[src/rtl/spmv_ctrl_pkg.sv]
// Shared constants for the SpMV AXI4-Lite control/status register block.
package spmv_ctrl_pkg;

  localparam int unsigned AXIL_AW = 32;
  localparam int unsigned AXIL_DW = 32;
  localparam int unsigned DEC_W   = 8;

  localparam logic [DEC_W-1:0] REG_CTRL      = 8'h00;
  localparam logic [DEC_W-1:0] REG_ROW_NUM   = 8'h04;
  localparam logic [DEC_W-1:0] REG_VEC_BASE  = 8'h08;
  localparam logic [DEC_W-1:0] REG_STATUS    = 8'h0C;
  localparam logic [DEC_W-1:0] REG_CYCLE_CNT = 8'h10;

  localparam logic [AXIL_DW-1:0] SOFT_RST_KEY = 32'hAA;

  localparam logic [1:0] RESP_OKAY   = 2'b00;
  localparam logic [1:0] RESP_SLVERR = 2'b10;

endpackage

[src/rtl/spmv_axil_ctrl_slave.sv]
// AXI4-Lite responder for SpMV engine control: config registers, start/soft-reset
// generation, and per-kernel completion / busy-cycle tracking.
module spmv_axil_ctrl_slave
  import spmv_ctrl_pkg::*;
#(
  parameter int unsigned CONF_NUM_KERNEL = 4,
  parameter int unsigned SOFT_RST_CYCLES = 16
) (
  input  logic                       axil_clk,
  input  logic                       rst,
  input  logic                       s_axil_awvalid,
  input  logic [AXIL_AW-1:0]         s_axil_awaddr,
  output logic                       s_axil_awready,
  input  logic                       s_axil_wvalid,
  input  logic [AXIL_DW-1:0]         s_axil_wdata,
  output logic                       s_axil_wready,
  output logic                       s_axil_bvalid,
  output logic [1:0]                 s_axil_bresp,
  input  logic                       s_axil_bready,
  input  logic                       s_axil_arvalid,
  input  logic [AXIL_AW-1:0]         s_axil_araddr,
  output logic                       s_axil_arready,
  output logic                       s_axil_rvalid,
  output logic [AXIL_DW-1:0]         s_axil_rdata,
  output logic [1:0]                 s_axil_rresp,
  input  logic                       s_axil_rready,
  output logic [6:0]                 cfg_mode,
  output logic [AXIL_DW-1:0]         cfg_row_num,
  output logic [AXIL_DW-1:0]         cfg_vec_base,
  output logic                       start,
  output logic                       soft_rst,
  input  logic [CONF_NUM_KERNEL-1:0] kernel_done
);

  localparam int unsigned SR_CNT_W = $clog2(SOFT_RST_CYCLES + 1);

  logic                    r_rdy_en;
  logic                    r_aw_held;
  logic [DEC_W-1:0]        r_awaddr;
  logic                    r_w_held;
  logic [AXIL_DW-1:0]      r_wdata;
  logic                    r_bvalid;
  logic [1:0]              r_bresp;
  logic [7:0]              r_ctrl;
  logic [AXIL_DW-1:0]      r_row_num;
  logic [AXIL_DW-1:0]      r_vec_base;
  logic                    r_start;
  logic                    r_soft_rst;
  logic [SR_CNT_W-1:0]     r_sr_cnt;
  logic                    r_rvalid;
  logic [AXIL_DW-1:0]      r_rdata;
  logic [1:0]              r_rresp;
  logic                    r_busy;
  logic                    r_done;
  logic [CONF_NUM_KERNEL-1:0] r_mask;
  logic [AXIL_DW-1:0]      r_cycle_cnt;

  logic                    w_aw_hs;
  logic                    w_w_hs;
  logic                    w_ar_hs;
  logic                    w_commit;
  logic                    w_wr_ctrl;
  logic                    w_wr_row;
  logic                    w_wr_vec;
  logic                    w_key;
  logic                    w_fire;
  logic [7:0]              w_mask8;
  logic [AXIL_DW-1:0]      w_rd_data;
  logic                    w_rd_ok;
  logic                    w_unused;

  assign s_axil_awready = r_rdy_en & ~r_aw_held;
  assign s_axil_wready  = r_rdy_en & ~r_w_held;
  assign s_axil_arready = r_rdy_en & ~r_rvalid;
  assign s_axil_bvalid  = r_bvalid;
  assign s_axil_bresp   = r_bresp;
  assign s_axil_rvalid  = r_rvalid;
  assign s_axil_rdata   = r_rdata;
  assign s_axil_rresp   = r_rresp;
  assign cfg_mode       = r_ctrl[7:1];
  assign cfg_row_num    = r_row_num;
  assign cfg_vec_base   = r_vec_base;
  assign start          = r_start;
  assign soft_rst       = r_soft_rst;

  assign w_aw_hs   = s_axil_awvalid & s_axil_awready;
  assign w_w_hs    = s_axil_wvalid & s_axil_wready;
  assign w_ar_hs   = s_axil_arvalid & s_axil_arready;
  assign w_commit  = r_aw_held & r_w_held & ~r_bvalid;
  assign w_wr_ctrl = (r_awaddr == REG_CTRL);
  assign w_wr_row  = (r_awaddr == REG_ROW_NUM);
  assign w_wr_vec  = (r_awaddr == REG_VEC_BASE);
  assign w_key     = w_commit & w_wr_ctrl & (r_wdata == SOFT_RST_KEY);
  // Start is suppressed for the whole soft-reset window.
  assign w_fire    = w_commit & w_wr_vec & r_ctrl[0] & ~r_soft_rst;
  assign w_mask8   = 8'(r_mask);
  assign w_unused  = ^{s_axil_awaddr[AXIL_AW-1:DEC_W], s_axil_araddr[AXIL_AW-1:DEC_W]};

  // Write channel: independent AW/W capture, commit, B response, soft-reset pulse.
  always_ff @(posedge axil_clk or posedge rst) begin
    if (rst) begin
      r_rdy_en   <= 1'b0;
      r_aw_held  <= 1'b0;
      r_awaddr   <= '0;
      r_w_held   <= 1'b0;
      r_wdata    <= '0;
      r_bvalid   <= 1'b0;
      r_bresp    <= RESP_OKAY;
      r_ctrl     <= '0;
      r_row_num  <= '0;
      r_vec_base <= '0;
      r_start    <= 1'b0;
      r_soft_rst <= 1'b0;
      r_sr_cnt   <= '0;
    end else begin
      r_rdy_en <= 1'b1;
      r_start  <= w_fire;
      if (w_aw_hs) begin
        r_aw_held <= 1'b1;
        r_awaddr  <= s_axil_awaddr[DEC_W-1:0];
      end
      if (w_w_hs) begin
        r_w_held <= 1'b1;
        r_wdata  <= s_axil_wdata;
      end
      if (w_commit) begin
        r_aw_held <= 1'b0;
        r_w_held  <= 1'b0;
        r_bvalid  <= 1'b1;
        r_bresp   <= (w_wr_ctrl | w_wr_row | w_wr_vec) ? RESP_OKAY : RESP_SLVERR;
        if (w_wr_ctrl && !w_key) r_ctrl <= r_wdata[7:0];
        if (w_wr_row) r_row_num <= r_wdata;
        if (w_wr_vec) r_vec_base <= r_wdata;
      end else if (r_bvalid && s_axil_bready) begin
        r_bvalid <= 1'b0;
      end
      if (w_key) begin
        r_ctrl     <= '0;
        r_row_num  <= '0;
        r_vec_base <= '0;
        r_soft_rst <= 1'b1;
        r_sr_cnt   <= SR_CNT_W'(SOFT_RST_CYCLES - 1);
      end else if (r_soft_rst) begin
        if (r_sr_cnt == '0) r_soft_rst <= 1'b0;
        else                r_sr_cnt   <= r_sr_cnt - SR_CNT_W'(1);
      end
    end
  end

  // Read decode from live register state, so a colliding commit is not yet visible.
  always_comb begin
    w_rd_data = '0;
    w_rd_ok   = 1'b1;
    case (s_axil_araddr[DEC_W-1:0])
      REG_CTRL:      w_rd_data = {24'b0, r_ctrl};
      REG_ROW_NUM:   w_rd_data = r_row_num;
      REG_VEC_BASE:  w_rd_data = r_vec_base;
      REG_STATUS:    w_rd_data = {16'b0, w_mask8, 6'b0, r_done, r_busy};
      REG_CYCLE_CNT: w_rd_data = r_cycle_cnt;
      default:       w_rd_ok   = 1'b0;
    endcase
  end

  // Read channel: single-cycle latency, response held until rready.
  always_ff @(posedge axil_clk or posedge rst) begin
    if (rst) begin
      r_rvalid <= 1'b0;
      r_rdata  <= '0;
      r_rresp  <= RESP_OKAY;
    end else if (w_ar_hs) begin
      r_rvalid <= 1'b1;
      r_rdata  <= w_rd_data;
      r_rresp  <= w_rd_ok ? RESP_OKAY : RESP_SLVERR;
    end else if (r_rvalid && s_axil_rready) begin
      r_rvalid <= 1'b0;
    end
  end

  // Done tracker: accumulates kernel completions and busy cycles after each start.
  always_ff @(posedge axil_clk or posedge rst) begin
    if (rst) begin
      r_busy      <= 1'b0;
      r_done      <= 1'b0;
      r_mask      <= '0;
      r_cycle_cnt <= '0;
    end else if (w_key) begin
      r_busy      <= 1'b0;
      r_done      <= 1'b0;
      r_mask      <= '0;
      r_cycle_cnt <= '0;
    end else if (r_start) begin
      r_busy      <= 1'b1;
      r_done      <= 1'b0;
      r_mask      <= '0;
      r_cycle_cnt <= '0;
    end else if (r_busy) begin
      r_mask <= r_mask | kernel_done;
      if (r_cycle_cnt != '1) r_cycle_cnt <= r_cycle_cnt + AXIL_DW'(1);
      if (&r_mask) begin
        r_busy <= 1'b0;
        r_done <= 1'b1;
      end
    end
  end

endmodule

[config.mk]
export PLATFORM = sky130hd
export DESIGN_NAME = spmv_axil_ctrl_slave
export DESIGN_NICKNAME = d
export VERILOG_FILES = /design/src/rtl/spmv_ctrl_pkg.sv /design/src/rtl/spmv_axil_ctrl_slave.sv
export SDC_FILE = /design/constraint.sdc
export NUM_CORES = 1
export LEC_CHECK = 0
export CAP_MARGIN = 0
export CORE_UTILIZATION = 49
export CTS_CLUSTER_SIZE = 40
export DETAILED_ROUTE_END_ITERATION = 10
export GPL_TIMING_DRIVEN = 0
export PLACE_DENSITY = 0.8
export SETUP_SLACK_MARGIN = 0.02
export SLEW_MARGIN = 20
export SYNTH_ARGS = -nofsm -noshare
export SYNTH_HDL_FRONTEND = slang
export SYNTH_SLANG_ARGS = --single-unit
[constraint.sdc]
create_clock -name axil_clk -period 8.5 [get_ports axil_clk]
set_input_delay 1.275 -clock axil_clk [delete_from_list [all_inputs] [get_ports axil_clk]]
set_output_delay 1.275 -clock axil_clk [all_outputs]
set_load 0.005 [all_outputs]
Yosys cells after proc, flatten, opt, wreduce, memory -nomap -nowiden
Index checks and enable logic that the tools add are counted.
Operators by class
  bitwise gates (word level): 21
  add/sub/neg operators: 2
  equality and inequality tests: 9
  reductions and logical operators: 27
  multiplexer cells: 42
Operator list (number)
  2-to-1 mux 32 bit: 10
  case mux 32 bit (5 select lines): 1
  adder 32 x 1 -> 32 bit (second input constant): 1
  == test 32 x 8 -> 1 bit (second input constant): 1
  != test 32 bit (second input constant): 1
  == test 8 x 4 -> 1 bit (second input constant): 3
  2-to-1 mux 8 bit: 3
  2-to-1 mux 1 bit: 20
  nonzero test 2 bit: 9
  == test 8 x 3 -> 1 bit (second input constant): 2
  zero test 8 bit: 2
  2-to-1 mux 5 bit: 3
  bitwise AND 1 bit: 13
  2-to-1 mux 4 bit: 3
  AND reduction 2 bit: 6
  nonzero test 3 bit: 3
  == test 8 x 5 -> 1 bit (second input constant): 1
  zero test 5 bit: 1
  inverter 1 bit: 5
  OR reduction 5 bit: 1
  subtractor 5 x 1 -> 5 bit (second input constant): 1
  2-to-1 mux 2 bit: 2
  OR 4 bit: 1
  AND reduction 4 bit: 1
  4 further kinds: 7
Storage, ports and cells
  output and inout bits: 114
  word-level logic and storage cells: 121
  register bits after elaboration: 198

Depth between registers and ports, before layout
Gate-level depths: netlist (run 1).
  word-level depth: 9
  depth in mapped cells: 9
  depth with buffers taken out: 7

Least setup slack after synthesis (run 1)
Ideal clock, no wire load.
  path kind: in2reg
  from: in s_axil_araddr[2]
  to: reg r_rdata[14] (netlist: s_axil_rdata[14])
  required time: 8.417 ns
  data arrival time: 2.753 ns
  slack: 5.664 ns
  buffers on the path: 4
  stages: 9
  library setup time: 0.083 ns
  path through: buf_2 > nor4_1 > and3_1 > clkbuf_1 > nor2_1 > or2_1 > clkbuf_1 > clkbuf_1 > o21ai_0
Between the ends
  cells in the longest elaborated chain, start to end: 2
  elaborated cells between the ends (all ways): 6
  those cells by class: eq/ne (4); mux (1); reduce/logical (1)
RTL lines
  from (decl): line spmv_axil_ctrl_slave.sv:21  | input logic [AXIL_AW-1:0] s_axil_araddr,
  == test 8 x 5 -> 1 bit (tied with other cells): line spmv_axil_ctrl_slave.sv:154  | case (s_axil_araddr[DEC_W-1:0])
  case mux 32 bit (5 select lines) (*): line spmv_axil_ctrl_slave.sv:154
  to (signal assigned): line spmv_axil_ctrl_slave.sv:172  | r_rdata <= w_rd_data;
  to (decl): line spmv_axil_ctrl_slave.sv:51  | logic [AXIL_DW-1:0] r_rdata;
Mark *: on every way between the ends. The rest lies on a longest branch, timed or not.
A chain may end at the register's enable or synchronous reset.

Worst setup path after layout (run 1)
  from: in s_axil_araddr[5]
  to: reg r_rdata[23] (netlist: s_axil_rdata[23])
Same word-level chain as after synthesis.

==> impl_metrics.json, run 1 <==
{
  "synth_seq_cells": 196,
  "average_routed_wire_per_standard_cell_microns": 20.92,
  "launching_point_of_the_worst_reg2reg_path": "r_wdata[22]",
  "timing.hold.worst.class": "flop to flop",
  "layout-drive-gt1-share_pct": 18.02,
  "port_buffers": 169,
  "run_status": "completed",
  "vias": 6992,
  "initial_core_util_pct": 50.25,
  "power.density_cell_area_nw_per_um2": 246.2,
  "cp_cell_sequence": "clkdlybuf4s50_1 > nor4_1 > nand3_1 > nor2_1 > clkbuf_1 > a21oi_1 > o21ai_0",
  "clockBufferDepth": 2,
  "final.period_utilization_pct": 44.56,
  "skew_ns": 0.01291,
  "clock_sink_count": 196,
  "cts_root_buffer": "sky130_fd_sc_hd__clkbuf_16",
  "synth-warning-count": 0,
  "required_ns": 8.85,
  "hold_path_depth": 2,
  "arrival_ns": 4.14,
  "ys_dominant_reg_cell": "sky130_fd_sc_hd__dfrtp_1",
  "layoutNonFillerInstCount": 1175,
  "leakage_nw": 4.919,
  "core-area_sq_um": 17360,
  "cts_tree": "done",
  "clk_pin_slew_worst_paths_ns": 0.07,
  "timing.critical_path.from_type": "primary input",
  "timing.hold.worst.start": "s_axil_rdata[6]",
  "post_dp_cell_area_sq_um": 10740,
  "drv.max_cap_violation_count": 0,
  "ant_nets": 0,
  "synth_seq_area_share_pct": 56.23,
  "insertion_delay_ns": 0.44,
  "critPathMaxStageDelay_ns": 0.68,
  "synthDistinctLibCells": 59,
  "number_of_global_route_vias_before_repair": 6878,
  "r2r.worst_path.cells": 6,
  "std_cell_rows": 48,
  "holdWs_ns": 0.4804,
  "category_of_the_most_critical_setup_path": "primary input to flop",
  "report.final.hold_viol_count": 0,
  "route.final.wire_length_microns": 24590,
  "mappedNetlistArea_sq_um": 8722,
  "worst_hold_path.endpoint": "s_axil_rdata[6]",
  "die_area_sq_um": 18340,
  "finish.net_count": 1045,
  "avgViaCountPerCell": 5.951,
  "htree_num_levels": 4,
  "finish.instance_area_sq_um": 11360,
  "critical_path.reg2reg.endpoint": "cfg_vec_base[10]",
  "pin_count": 221,
  "worst_pin_slew_ns": 0.7970,
  "slew_headroom_pct": 46.42,
  "layout-area-overhead-vs-synth_pct": 30.23,
  "timing.final.max_slew_violations": 0,
  "layout_commonest_cell": "sky130_fd_sc_hd__dfrtp_1",
  "total_congestion_overflow_after_global_routing": 0,
  "r2r_slack_ns": 5.59,
  "die-width_microns": 135.4,
  "netlist_instances": 746,
  "ir_worst_vdd_mv": 0.1745,
  "dpl.hpwl_microns": 17700,
  "drtPass1Iterations": 7,
  "grt_start_max_net_pins": 103,
  "mostFrequentLayoutCells": "sky130_fd_sc_hd__dfrtp_1 (196), sky130_fd_sc_hd__clkdlybuf4s50_1 (169), sky130_fd_sc_hd__mux2_2 (96)",
  "drtIter0Drc": 694,
  "worst_path_max_delay_cell": "sky130_fd_sc_hd__nor2_1",
  "crit_path_end_kind": "flop",
  "layout_min_cycle_time_ns": 3.788,
  "postSynthAreaPerCell_sq_um": 11.69,
  "dp.cells": 1142,
  "asr_flop_ratio_synth_pct": 100.0,
  "achievable-frequency_mhz": 264.0,
  "grt_pass1_wl_microns": 38160,
  "grt_setup_unrepaired": "false",
  "setup_violations": 0,
  "chipHeight_microns": 135.4,
  "synth_enable_flop_cells": 0,
  "buffer_count_from_post_cts_setup_fixing": 0,
  "cts_hold_buffers": 0,
  "post_cts_resized": 0,
  "path_max_fanout": 10,
  "antenna_found_initial": 1,
  "gr-usage-all-layers_pct": 28.12,
  "drc": 0,
  "tritoncts.num_buffers": 17,
  "weighted_congestion_reported_at_the_end_of_routability_driven_placement": 0.8707
}
[power breakdown]
part / internal (mW) / total [mW] / switching (mW) / leakage, nW
Clock: 0.475 / 0.841 / 0.367 / 0.291
Combinational: 0.384 / 0.580 / 0.196 / 2.00
Sequential: 1.14 / 1.38 / 0.234 / 2.62
[area by class of cell]
cell class / count / area (sq um)
Clock buffer: 18 / 439.2
Fill cell: 1296 / 5998
Timing Repair Buffer: 170 / 1719
Sequential cell: 196 / 4905
Inverter: 9 / 41.29
Clock inverter: 14 / 176.4
Multi-Input combinational cell: 489 / 3502
Tap cell: 225 / 281.5
Antenna cell: 1 / 2.502
Buffer: 53 / 291.5
[stage by stage]
step	util (%)	setup WS, ns	power (mW)	TNS, ns
floorplan	-	1.884	1.592	0
global placement	61.64	-0.5654	1.938	-109.10
detailed placement	61.88	4.350	1.963	0
CTS	65.43	4.791	2.798	0
global route	65.43	4.568	2.903	0
finish	65.44	4.712	2.797	0
[kinds of logic after synthesis]
family / Yosys count / synth area share, %
AOI/OAI and AO/OA: 165 / 12.55
xor gates and xnor gates: 10 / 1.004
adders and majority gates: 2 / 0.2869
buffers and inverters: 62 / 3.730
DFF: 196 / 56.23
muxes: 103 / 13.48
other: 2 / 0.08610
and+or+nand+nor: 206 / 12.62
[registers in the layout, summed over array words and instances (netlist names)]
name,count
r_busy,1
r_mask,4
r_ctrl,8
r_done,1
s_axil_bresp,1
soft_rst,1
r_aw_held,1
s_axil_bvalid,1
s_axil_rvalid,1
r_rdy_en,1
start,1
r_awaddr,8
r_sr_cnt,5
cfg_vec_base,32
cfg_row_num,32
s_axil_rresp,1
r_w_held,1
r_cycle_cnt,32
r_wdata,32
s_axil_rdata,32
[cell usage after synthesis (2+ instances only)]
library cell | number | area, sq um
sky130_fd_sc_hd__a211oi_1 | 3 | 22.52
sky130_fd_sc_hd__a21boi_0 | 6 | 45.04
sky130_fd_sc_hd__a21oi_1 | 45 | 225.2
sky130_fd_sc_hd__a222oi_1 | 10 | 100.1
sky130_fd_sc_hd__a22o_1 | 28 | 245.2
sky130_fd_sc_hd__a22oi_1 | 6 | 45.04
sky130_fd_sc_hd__a31oi_1 | 2 | 12.51
sky130_fd_sc_hd__and2_1 | 5 | 31.28
sky130_fd_sc_hd__and3_1 | 7 | 43.79
sky130_fd_sc_hd__and4_1 | 5 | 43.79
sky130_fd_sc_hd__buf_1 | 3 | 11.26
sky130_fd_sc_hd__buf_2 | 13 | 65.06
sky130_fd_sc_hd__buf_4 | 10 | 75.07
sky130_fd_sc_hd__buf_6 | 5 | 56.30
sky130_fd_sc_hd__clkbuf_1 | 21 | 78.83
sky130_fd_sc_hd__conb_1 | 2 | 7.510
sky130_fd_sc_hd__dfrtp_1 | 196 | 4905
sky130_fd_sc_hd__ha_1 | 2 | 25.02
sky130_fd_sc_hd__inv_1 | 9 | 33.78
sky130_fd_sc_hd__mux2_2 | 96 | 1081
sky130_fd_sc_hd__mux2i_1 | 5 | 50.05
sky130_fd_sc_hd__mux4_2 | 2 | 45.04
sky130_fd_sc_hd__nand2_1 | 73 | 274.0
sky130_fd_sc_hd__nand3_1 | 13 | 65.06
sky130_fd_sc_hd__nand4_1 | 11 | 68.82
sky130_fd_sc_hd__nor2_1 | 32 | 120.1
sky130_fd_sc_hd__nor2b_1 | 3 | 18.77
sky130_fd_sc_hd__nor3_1 | 6 | 30.03
sky130_fd_sc_hd__nor3b_1 | 2 | 15.01
sky130_fd_sc_hd__nor4_1 | 13 | 81.33
sky130_fd_sc_hd__nor4b_1 | 2 | 17.52
sky130_fd_sc_hd__o211ai_1 | 3 | 22.52
sky130_fd_sc_hd__o21ai_0 | 43 | 215.2
sky130_fd_sc_hd__o21ai_1 | 2 | 10.01
sky130_fd_sc_hd__o21ba_2 | 2 | 20.02
sky130_fd_sc_hd__o31ai_1 | 10 | 75.07
sky130_fd_sc_hd__or2_1 | 2 | 12.51
sky130_fd_sc_hd__or3_1 | 10 | 62.56
sky130_fd_sc_hd__or4_1 | 10 | 75.07
sky130_fd_sc_hd__xnor2_1 | 8 | 70.07
sky130_fd_sc_hd__xor2_1 | 2 | 17.52
[layer usage]
| metal | up-vias | part of all wire [%] | track usage [%] |
|---|---|---|---|
| met5 | - | 0 | 0 |
| met4 | 0 | 3.3 | 11.24 |
| met3 | 46 | 7.1 | 6.360 |
| met2 | 276 | 48 | 45.21 |
| met1 | 3546 | 41 | 36.96 |
| li1 | 3124 | - | - |
[worst max-delay path: cells and delay by family]
kind,cells,cell delay [ns]
AOI/OAI and AO/OA,2,0.35
buffers and inverters,2,0.98
and+or+nand+nor,3,1.52
[worst max-delay path by stage]
stage | from | endpoint | slack [ns] | depth (start not counted)
after floorplan | rst | cfg_row_num[0] | 1.88 | 1
after global placement | rst | cfg_vec_base[26] | -0.57 | 2
after detailed placement | s_axil_araddr[5] | s_axil_rdata[23] | 4.35 | 7
after CTS | s_axil_araddr[5] | s_axil_rdata[24] | 4.79 | 7
after global routing | s_axil_araddr[5] | s_axil_rdata[12] | 4.57 | 7
final | s_axil_araddr[5] | s_axil_rdata[23] | 4.71 | 7
Power figures use the tool's default switching activity.
==> inputs of run 2 (changes only) <==
clock period = 3.7 ns   (was 8.5 ns; I/O delays follow)
==> run 2 against run 1 <==
Compared with the run above: clock-buffer cell count rose by 5; sequential share of layout area fell by 0.11 points; critical endpoint is now s_axil_rdata[12]; register-to-register slack got worse by 5.0 ns; highest routed layer is now met5; largest power group unchanged.
==> impl_metrics.json, run 2 (synthesized netlist as in run 1, its figures left out) <==
{
  "run_status": "completed",
  "total_congestion_overflow_after_global_routing": 0,
  "worst_pin_slew_ns": 0.9100,
  "htree_num_levels": 4,
  "std_cell_rows": 48,
  "internal_power_mw": 4.532,
  "grt_start_max_net_pins": 35,
  "p_sw_mw": 1.768,
  "gr-usage-all-layers_pct": 28.70,
  "dpl_worst_slack_ns": 0.3204,
  "category_of_the_most_critical_setup_path": "primary input to flop",
  "skew_ns": 0.01284,
  "route.final.wire_length_microns": 25240,
  "drv.max_cap_violation_count": 0,
  "swShare_pct": 28.07,
  "layout-drive-gt1-share_pct": 17.77,
  "report.final.hold_viol_count": 0,
  "cts_hold_buffers": 0,
  "timing.hold.worst.class": "primary input to asynchronous set/reset pin",
  "crit_path_end_kind": "flop",
  "tritoncts.num_buffers": 17,
  "initial_core_util_pct": 50.25,
  "finish.net_count": 1050,
  "leakage_nw": 4.942,
  "die-width_microns": 135.4,
  "grt_pass1_wl_microns": 38890,
  "slew_headroom_pct": 39.33,
  "insertion_delay_ns": 0.44,
  "clk_network_pwr_share_pct": 28.1,
  "combPwrFrac_pct": 21.5,
  "timing.critical_path.from_type": "primary input",
  "postLayoutCoreUtil_pct": 65.61,
  "path_max_fanout": 10,
  "mostFrequentLayoutCells": "sky130_fd_sc_hd__dfrtp_1 (196), sky130_fd_sc_hd__clkdlybuf4s50_1 (169), sky130_fd_sc_hd__mux2_2 (96)",
  "post_dp_cell_area_sq_um": 10840,
  "grt_setup_unrepaired": "false",
  "achievable-frequency_mhz": 325.4,
  "drc": 0,
  "layout_commonest_cell": "sky130_fd_sc_hd__dfrtp_1",
  "clock_sink_count": 196,
  "finish.instance_area_sq_um": 11390,
  "drtPass1Iterations": 5,
  "cts_tree": "done",
  "final.period_utilization_pct": 83.06,
  "required_ns": 4.05,
  "final_critical_path_setup_slack_ns": 0.6269,
  "clk_pin_slew_worst_paths_ns": 0.07,
  "dpl.hpwl_microns": 18350,
  "port_buffers": 169,
  "timing.final.max_slew_violations": 0,
  "chipHeight_microns": 135.4,
  "weighted_congestion_reported_at_the_end_of_routability_driven_placement": 0.8533,
  "layout_min_cycle_time_ns": 3.073,
  "pin_count": 221,
  "clockBufferDepth": 2,
  "layout-area-overhead-vs-synth_pct": 30.56,
  "power.density_cell_area_nw_per_um2": 553.3,
  "filler_cell_count": 1291,
  "die_area_sq_um": 18340,
  "setup_violations": 0,
  "r2r.worst_path.cells": 6,
  "core-area_sq_um": 17360,
  "buffer_count_from_post_cts_setup_fixing": 0,
  "avgViaCountPerCell": 5.940,
  "number_of_global_route_vias_before_repair": 7037,
  "antenna_found_initial": 2,
  "ir_worst_vdd_mv": 0.3580,
  "vias": 6991,
  "drtIter0Drc": 575,
  "ant_nets": 0,
  "arrival_ns": 3.42,
  "p_seq_share_pct": 50.3,
  "cts_root_buffer": "sky130_fd_sc_hd__clkbuf_16",
  "average_routed_wire_per_standard_cell_microns": 21.44,
  "post_cts_resized": 0
}
## run 2: cell types whose count changed in the layout (fill, tap and decap cells not counted), sizes merged
cell / change
clkbuf: +5
inv: -4
buf: +5
bufinv: -1
clkinvlp: -3
## run 2: area by class of cell
class | instances | area (sq um) | share of cell area (%)
flip-flops and latches | 196 | 4905 | 43.07
multi-input cells | 489 | 3502 | 30.75
repair buffers | 175 | 1819 | 15.98
clock buffers | 23 | 467.9 | 4.109
plain buffers | 53 | 291.5 | 2.560
well taps | 225 | 281.5 | 2.472
clock inverters | 6 | 80.08 | 0.7032
inverters | 9 | 37.54 | 0.3296
diodes | 1 | 2.502 | 0.02198
## run 2: layer usage
metal | vias up | global-route usage, % | share of wire, %
met1 | 3500 | 36.44 | 40
met3 | 62 | 8.118 | 7.6
li1 | 3129 | - | -
met4 | 2 | 11.74 | 3.6
met2 | 298 | 46.24 | 48
met5 | - | 0 | 0.052
## run 2: metrics by stage
stage | hold WS (ns) | std cells | setup TNS, ns | power (mW)
after floorplan | 0.4479 | 747 | 0 | 3.657
after global placement | 0.4617 | 1141 | -178.33 | 4.471
after detailed placement | 0.4730 | 1147 | 0 | 4.548
after CTS | 0.4871 | 1176 | 0 | 6.306
after global routing | 0.5009 | 1176 | 0 | 6.560
final | 0.4771 | 1177 | 0 | 6.300
## run 2: path summary, 6_finish.rpt
path	start	end	slack, ns
worst min register to register	s_axil_rdata[15]	s_axil_rdata[15]	0.48
worst min-delay path	rst	cfg_row_num[10]	0.48
worst max-delay path	s_axil_araddr[5]	s_axil_rdata[12]	0.63
max in group asynchronous	rst	s_axil_rdata[29]	2.21
worst max register to register	r_wdata[22]	cfg_vec_base[9]	0.64
min in group axil_clk	s_axil_rdata[15]	s_axil_rdata[15]	0.48
## run 2: critical path, stage by stage
cell and delay (ns):
sky130_fd_sc_hd__clkdlybuf4s50_1 0.42, sky130_fd_sc_hd__nor4_1 0.59, sky130_fd_sc_hd__nand3_1 0.31, sky130_fd_sc_hd__nor2_1 0.67
sky130_fd_sc_hd__clkbuf_1 0.52, sky130_fd_sc_hd__a21oi_1 0.16, sky130_fd_sc_hd__o21ai_0 0.19
## run 2: power groups by stage
stage                     Combinational, mW  Clock, mW  Sequential, mW
after floorplan                       0.654          0            3.00
after global placement                 1.31          0            3.16
after detailed placement               1.36          0            3.18
after CTS                              1.37       1.78            3.15
after global routing                   1.46       1.87            3.23
final                                  1.36       1.77            3.17
==> inputs of run 3 (changes only) <==
CORE_UTILIZATION = 45   (was 49)
PLACE_DENSITY = 0.77   (was 0.8)
clock period = 2.6 ns   (was 3.7 ns; I/O delays follow)
==> run 3 against run 2 <==
Compared with the run above: design area up 2.2%; worst hold slack worse by 0.16 ns; die area up 8.8%; sequential share of layout area down 0.94 points; sequential cell count unchanged; highest routed layer is now met4; combinational power up 43%; largest cell class unchanged; via count about the same; first-iteration DRC count down 6.4%.
==> impl_metrics.json, run 3 (synthesized netlist as in run 1, its figures left out) <==
{
  "buffer_count_from_post_cts_setup_fixing": 0,
  "crit_path_end_kind": "flop",
  "timing.hold.worst.class": "primary input to asynchronous set/reset pin",
  "drv.max_cap_violation_count": 0,
  "cts_root_buffer": "sky130_fd_sc_hd__clkbuf_16",
  "core-area_sq_um": 18830,
  "antenna_found_initial": 0,
  "total_congestion_overflow_after_global_routing": 0,
  "tritoncts.num_buffers": 17,
  "r2r.worst_path.cells": 6,
  "required_ns": 2.93,
  "layout-area-overhead-vs-synth_pct": 33.47,
  "pin_count": 221,
  "chipHeight_microns": 141.2,
  "setup_violations": 0,
  "die_area_sq_um": 19940,
  "postLayoutCoreUtil_pct": 61.82,
  "dpl_worst_slack_ns": -0.6504,
  "mostFrequentLayoutCells": "sky130_fd_sc_hd__dfrtp_1 (196), sky130_fd_sc_hd__clkdlybuf4s50_1 (169), sky130_fd_sc_hd__mux2_2 (96)",
  "layout_min_cycle_time_ns": 2.523,
  "layout-drive-gt1-share_pct": 19.52,
  "achievable-frequency_mhz": 396.3,
  "power.density_cell_area_nw_per_um2": 810.1,
  "final.period_utilization_pct": 97.06,
  "skew_ns": 0.009708,
  "grt_start_max_net_pins": 31,
  "die-width_microns": 141.2,
  "grt_setup_unrepaired": "true",
  "gr-usage-all-layers_pct": 26.65,
  "vias": 6990,
  "clk_pin_slew_worst_paths_ns": 0.07,
  "launching_point_of_the_worst_reg2reg_path": "r_wdata[14]",
  "category_of_the_most_critical_setup_path": "flop to flop",
  "cts_tree": "done",
  "drc": 0,
  "leakage_nw": 5.045,
  "std_cell_rows": 50,
  "finish.net_count": 1050,
  "avgViaCountPerCell": 5.758,
  "clockBufferDepth": 2,
  "slew_headroom_pct": 45.53,
  "cts_hold_buffers": 0,
  "htree_num_levels": 4,
  "arrival_ns": 2.86,
  "route.final.wire_length_microns": 25500,
  "critical_path.reg2reg.endpoint": "cfg_vec_base[12]",
  "drtIter0Drc": 538,
  "report.final.hold_viol_count": 0,
  "r2r_slack_ns": 0.08,
  "insertion_delay_ns": 0.45,
  "layout_commonest_cell": "sky130_fd_sc_hd__dfrtp_1",
  "run_status": "completed",
  "grt_pass1_wl_microns": 39850,
  "path_max_fanout": 10,
  "initial_core_util_pct": 46.32,
  "drtPass1Iterations": 6,
  "port_buffers": 169,
  "weighted_congestion_reported_at_the_end_of_routability_driven_placement": 0.8988,
  "number_of_global_route_vias_before_repair": 7101,
  "timing.critical_path.from_type": "flop",
  "ir_worst_vdd_mv": 0.5246,
  "average_routed_wire_per_standard_cell_microns": 21.01,
  "worst_pin_slew_ns": 0.8104,
  "ant_nets": 0,
  "dpl.hpwl_microns": 18650,
  "clock_sink_count": 196,
  "timing.final.max_slew_violations": 0,
  "final_critical_path_setup_slack_ns": 0.07654
}
==> run 3: through the flow <==
stage | cells | hold WS, ns | total power [mW] | TNS [ns] | cell area [sq um]
after global placement | 1176 | 0.4628 | 6.362 | -375.52 | 10750
after detailed placement | 1183 | 0.4702 | 6.473 | -19.76 | 10920
after global routing | 1213 | 0.3749 | 9.790 | 0 | 11640
final | 1214 | 0.3183 | 9.430 | 0 | 11640
after CTS | 1214 | 0.3365 | 9.416 | 0 | 11620
after floorplan | 747 | 0.4479 | 5.205 | -63.19 | 8730
==> run 3: report_power, final <==
part,switching (mW),internal (mW)
clock network,1.14,1.80
logic,0.661,1.29
registers,0.809,3.73
==> run 3: area by class of cell <==
type                       count  area [sq um]
clock inverter                 9         173.9
tap                          260         325.3
sequential                   196          4905
antenna                        1         2.502
fill                        1471          7189
clock buffer                  22         484.2
buffer                        52         296.5
timing repair buffer         176          1854
inverter                       9         37.54
multi-input combinational    489          3562
==> run 3: worst max path at each step <==
stage	from	end	slack, ns	cells after the start
finish	r_wdata[14]	cfg_vec_base[12]	0.08	6
global route	s_axil_araddr[5]	s_axil_rdata[3]	0.03	7
CTS	s_axil_araddr[3]	s_axil_rdata[7]	0.05	9
floorplan	rst	cfg_row_num[0]	-0.32	1
global placement	rst	s_axil_rdata[22]	-1.83	2
detailed placement	s_axil_araddr[5]	s_axil_rdata[3]	-0.65	7
==> run 3: repair_timing <==
| action | CTS | global route |
|---|---|---|
| gates cloned | 0 | 0 |
| setup endpoints to repair | 91 | 38 |
| pin swaps | 0 | 0 |
| resized for setup | 8 | 11 |
==> run 3: layer usage <==
metal  global-route usage [%]  wire (microns)  vias to the layer above
li1                         -               -                     3115
met3                    5.571            1639                       68
met4                    12.07            1024                        0
met1                    34.22           10540                     3517
met2                    43.46           12300                      290
met5                        0               0                        -
==> run 3: critical path, cell delays in order, from the launching register on <==
cell and delay, ns:
sky130_fd_sc_hd__dfrtp_1 0.44, sky130_fd_sc_hd__nor4_2 0.42, sky130_fd_sc_hd__nand4_1 0.22, sky130_fd_sc_hd__or3_4 0.45, sky130_fd_sc_hd__a21oi_2 0.26, sky130_fd_sc_hd__buf_6 0.25
sky130_fd_sc_hd__mux2_2 0.36
